==> config.mk <==
export PLATFORM = sky130hd
export DESIGN_NAME = counter_reader
export DESIGN_NICKNAME = d
export VERILOG_FILES = /design/src/rtl/counter_reader.sv
export SDC_FILE = /design/constraint.sdc
export NUM_CORES = 1
export LEC_CHECK = 0
export CORE_AREA = 2 2 81 83
export DETAILED_ROUTE_END_ITERATION = 6
export DIE_AREA = 0 0 83 85
export PLACE_DENSITY = 0.76
export SLEW_MARGIN = 15
export SYNTH_ARGS = -nofsm -noshare
export SYNTH_HDL_FRONTEND = slang
export SYNTH_SLANG_ARGS = --single-unit
==> constraint.sdc <==
create_clock -name i_clk -period 2.6 [get_ports i_clk]
set_clock_uncertainty 0.2 [all_clocks]
set_input_delay 0.52 -clock i_clk [delete_from_list [all_inputs] [get_ports i_clk]]
set_output_delay 0.52 -clock i_clk [all_outputs]
set_load 0.02 [all_outputs]
==> src/rtl/counter_reader.sv <==
// counter_reader: sweeps idx over the FIFO pop counters, captures each returned value
// into a local bank and accumulates their sum. A stalled idx gives up after TIMEOUT
// cycles, records 0 and raises a sticky timeout flag.
module counter_reader #(
  parameter int unsigned NUM_CNT = 5,
  parameter int unsigned DATA_W  = 8,
  parameter int unsigned TIMEOUT = 16
) (
  input  logic              i_clk,
  input  logic              i_reset_L,
  input  logic              i_start,
  input  logic              i_idle,
  input  logic              i_valid,
  input  logic [DATA_W-1:0] i_data_in,
  output logic              o_req,
  output logic [2:0]        o_idx,
  output logic [DATA_W-1:0] o_cnt0,
  output logic [DATA_W-1:0] o_cnt1,
  output logic [DATA_W-1:0] o_cnt2,
  output logic [DATA_W-1:0] o_cnt3,
  output logic [DATA_W-1:0] o_cnt4,
  output logic [DATA_W+2:0] o_total,
  output logic              o_busy,
  output logic              o_done,
  output logic              o_timeout_err
);

  // Bank is sized for the largest legal sweep; only the first five are exported.
  localparam int unsigned BankSize = 8;

  typedef enum logic [1:0] {StIdle, StReq, StDone} state_e;

  state_e            r_state;
  logic              r_req;
  logic [2:0]        r_idx;
  logic [DATA_W-1:0] r_cnt [BankSize];
  logic [DATA_W+2:0] r_total;
  logic              r_busy;
  logic              r_done;
  logic              r_timeout_err;
  logic [7:0]        r_wait;

  logic              w_expired;
  logic              w_advance;
  logic              w_last;
  logic [DATA_W-1:0] w_cap_val;
  logic              w_unused_idle;

  // IDLE is already folded into valid by the counter block; kept on the port for visibility.
  assign w_unused_idle = i_idle;

  // Decide whether the current idx is finished this cycle and what it contributes.
  always_comb begin
    w_expired = (r_wait == 8'(TIMEOUT - 1));
    w_advance = i_valid || w_expired;
    w_last    = (r_idx == 3'(NUM_CNT - 1));
    w_cap_val = i_valid ? i_data_in : '0;
  end

  // Sweep FSM with registered req/busy/done and the capture bank.
  always_ff @(posedge i_clk) begin
    if (!i_reset_L) begin
      r_state       <= StIdle;
      r_req         <= 1'b0;
      r_idx         <= '0;
      r_total       <= '0;
      r_busy        <= 1'b0;
      r_done        <= 1'b0;
      r_timeout_err <= 1'b0;
      r_wait        <= '0;
      for (int i = 0; i < BankSize; i++) r_cnt[i] <= '0;
    end else begin
      unique case (r_state)
        StIdle: begin
          if (i_start) begin
            r_state       <= StReq;
            r_req         <= 1'b1;
            r_busy        <= 1'b1;
            r_idx         <= '0;
            r_total       <= '0;
            r_timeout_err <= 1'b0;
            r_wait        <= '0;
          end
        end
        StReq: begin
          if (w_advance) begin
            r_cnt[r_idx] <= w_cap_val;
            r_total      <= r_total + {3'b000, w_cap_val};
            r_wait       <= '0;
            if (!i_valid) r_timeout_err <= 1'b1;
            if (w_last) begin
              r_state <= StDone;
              r_req   <= 1'b0;
              r_done  <= 1'b1;
            end else begin
              r_idx <= r_idx + 3'd1;
            end
          end else begin
            r_wait <= r_wait + 8'd1;
          end
        end
        StDone: begin
          r_state <= StIdle;
          r_done  <= 1'b0;
          r_busy  <= 1'b0;
        end
        default: begin
          r_state <= StIdle;
          r_req   <= 1'b0;
          r_busy  <= 1'b0;
          r_done  <= 1'b0;
        end
      endcase
    end
  end

  assign o_req         = r_req;
  assign o_idx         = r_idx;
  assign o_cnt0        = r_cnt[0];
  assign o_cnt1        = r_cnt[1];
  assign o_cnt2        = r_cnt[2];
  assign o_cnt3        = r_cnt[3];
  assign o_cnt4        = r_cnt[4];
  assign o_total       = r_total;
  assign o_busy        = r_busy;
  assign o_done        = r_done;
  assign o_timeout_err = r_timeout_err;

endmodule

==> metrics.txt <==
Worst slew margin=0.752; crit path capture=o_total[6]; CTS tree=yes; Max-cap violations=0; number of synthesized register bits=68; CP max-delay cell=clkdlybuf4s50_1; Post-Syn Instances=281; Design Area, Final=4130 sq um; clock power share=0.362; DR WL/cell=14.5 um; NetSw=0.570 mW; combinational fraction of design power=0.122; post-layout util=0.665; Final Hold Viols=0; Placement Setup Slack=-0.264 ns; H-tree depth=3; Avg Vias per Cell=5.12; maximum vdd ir drop=309 uV; Routability Congestion=0.868; Yosys top cell by area=edfxtp_1; DRT Pass-1 Iters=5; vias=2365; Adder-Cell Fraction of Synth Area=0.0530; Synth Warn #=0; share of the synthesized area in the top cell type=0.404; Filler cells=481; CP Depth=10; power share of the sequential group=0.516; share of cells above drive strength 1=0.125; area grow syn2layout=38.7%; Slew @ Worst Pin=0.371 ns; Nets=405; Syn Nets=306; largest family of logic cells by synthesized area=simple AND/OR/NAND/NOR gates; n_diodes=0; final setup fails=0; max-slew violation count=0; antenna violations before repair=0; GRT Overall Usage=0.200; async set or reset register ratio after synthesis=0; CTS Buf Count=9; # Post-CTS Setup Buffers=0; Post-Synth XOR/XNOR Area=0.0383; RR Endpoint=r_cnt[1][2]; Setup TNS Final=0 ns; Mapped Avg Cell Area=10.6 sq um; Post-synth EDFFs=40; Site Rows=29; Worst path most repeated cell=nand2_1; pwr/cell area=558 nW/um^2; most common cell in the netlist=nor2_1; CTS sink count=68; Post-DP Area=3940 sq um; first-pass GRT wire length=11.0 mm; period utilization=0.906; post-synthesis sequential area ratio=0.592; Final min period=2.35 ns; CP Buf/Inv Count=2; most frequent cells after synthesis=58 x nor2_1, 40 x edfxtp_1, 31 x nand2_1, 28 x dfxtp_1, 13 x inv_1; hold slack=0.269 ns; WL final=6.72 mm; count of cell types in the netlist=45; crit end category=flip-flop; Detail Placement HPWL=5.02 mm; clock root cell=clkbuf_8; Core Area=6200 sq um; worst-path maximum fanout=2; R2R setup slack=0.42 ns; P_leak=1.67 nW; Die W=83 um; Port Buffers=69; # IOs=71; final worst slack=0.245 ns; Hold Path Class=flip-flop to flip-flop; synthesized cell area=2980 sq um; Compound-Gate Fraction of Synth Area=0.0912; largest stage delay on the critical path=0.45 ns; Die H=85 um; Startpoint Class=input pin; largest net degree at the start of global routing=19; Longest Clk Path Bufs=2; grt total ovfl=0; post-synthesis simple-gate area fraction=0.187; full die area=7060 sq um; Main synth FF type=edfxtp_1; Final ANT Viol Nets=0; Residual DRC=0; cell internal pwr=1.73 mW; cell family with most CP delay=adder cells; Synth area leaders=edfxtp_1 40%, dfxtp_1 19%, nor2_1 7.3%; Starting DRT DRC Count=111; WP data arrival=2.39 ns; unrepaired setup endpoints after global routing=no; Initial Util=0.480; worst path required time=2.64 ns; Max Fclk=425 MHz; cells along the critical path=clkdlybuf4s50_1, nand2_1, inv_1, ha_1, fa_1, nand3_1, nand2_1, a31oi_1, xnor2_1, a22o_1; CTS clock-pin slew for the worst setup and hold paths=0.07 ns; switch share=0.247; status=finished, final reports clean; WS Path Type=input pin to flip-flop; clock latency on the worst-skew pair=0.34 ns; mux contribution to synthesized area=0.0101; R2R depth=5; vias in the first global route=2267; worst setup path startpoint=i_data_in[0]; R2R Path Start=r_state[0]
[cell type report]
class	instances	area (sq um)	area share
clock buffer	9	124	0.0300
clock inverter	7	66.3	0.0161
inverter	13	48.8	0.0118
multi-input combinational	191	1130	0.273
sequential	68	1760	0.427
tap	77	96.3	0.0233
timing repair buffer	97	903	0.219
[power by group through the flow]
stage          clock [mW]  combinational, mW  sequential [mW]
3_5_place_dp            0              0.279             1.21
6_report            0.835              0.280             1.19
5_1_grt             0.901              0.300             1.19
2_1_floorplan           0              0.102             1.25
4_1_cts             0.847              0.281             1.19
3_3_place_gp            0              0.275             1.21
[routing by layer]
metal | share of wire | global-route usage | vias up | wire [um]
met1 | 0.43 | 0.255 | 1083 | 2890
met3 | 0.071 | 0.0574 | 12 | 476
met2 | 0.48 | 0.328 | 90 | 3220
met4 | 0.018 | 0.0715 | 0 | 122
met5 | 0 | 0 | - | 0
li1 | - | - | 1180 | -
[worst reg2reg max path: stages, from the launching register on]
cell and delay [ns]:
dfxtp_1 0.47, and2b_1 0.28, nand2_1 0.16, nor2_2 0.24
nand4b_1 0.18, nand2_1 0.32
[sequential cells by signal, indices dropped and copies added (netlist names)]
signal and count:
o_req 1, r_state 2, o_timeout_err 1, o_done 1
o_busy 1, o_total 11, o_idx 3, r_wait 8
r_cnt 40
[what timing repair did]
item | CTS | global route
setup endpoints to repair | 0 | 5
hold buffers | 0 | 0
resized for setup | 0 | 1
[kinds of logic after synthesis]
group,after synthesis
adders and majority gates,12
buffers and inverters,22
muxes,3
xor gates and xnor gates,13
AOI/OAI and AO/OA,39
DFF,68
and+or+nand+nor,124
[per-stage QoR]
step | power [mW] | std cells
after floorplan | 1.35 | 281
after global placement | 1.49 | 446
after detailed placement | 1.49 | 446
after CTS | 2.32 | 462
after global routing | 2.39 | 462
final | 2.30 | 462
[placed cells by master (no fill, tap or decap), types with 2 or more instances in the layout]
| cell type | synthesis | layout |
|---|---|---|
| clkdlybuf4s50_1 | 0 | 68 |
| nor2_1 | 58 | 58 |
| edfxtp_1 | 40 | 40 |
| nand2_1 | 31 | 31 |
| dfxtp_1 | 28 | 28 |
| buf_4 | 0 | 28 |
| inv_1 | 13 | 13 |
| a21oi_1 | 11 | 11 |
| ha_1 | 11 | 11 |
| nand3_1 | 10 | 10 |
| clkbuf_8 | 0 | 9 |
| xnor2_1 | 8 | 8 |
| nand4_1 | 7 | 7 |
| a22o_1 | 5 | 5 |
| xor2_1 | 5 | 5 |
| nand2b_1 | 4 | 4 |
| mux2i_1 | 3 | 3 |
| a211oi_1 | 3 | 3 |
| and3_1 | 2 | 2 |
| nand4b_1 | 2 | 2 |
| a21boi_0 | 2 | 2 |
| o31ai_1 | 2 | 2 |
| a31oi_1 | 2 | 2 |
| o22ai_1 | 2 | 2 |
| o21ai_0 | 2 | 2 |
| nor3_1 | 2 | 2 |
| clkinvlp_4 | 0 | 2 |
| clkinv_1 | 0 | 2 |
[worst min path at each step]
stage / startpoint / endpoint / slack, ns / depth (start not counted)
after floorplan: r_wait[1] / r_wait[1] / 0.29 / 2
after global placement: o_busy / o_busy / 0.26 / 2
after detailed placement: o_timeout_err / o_timeout_err / 0.26 / 1
after CTS: o_timeout_err / o_timeout_err / 0.28 / 1
after global routing: o_timeout_err / o_timeout_err / 0.29 / 1
final: o_timeout_err / o_timeout_err / 0.27 / 1
Power figures use the tool's default switching activity.
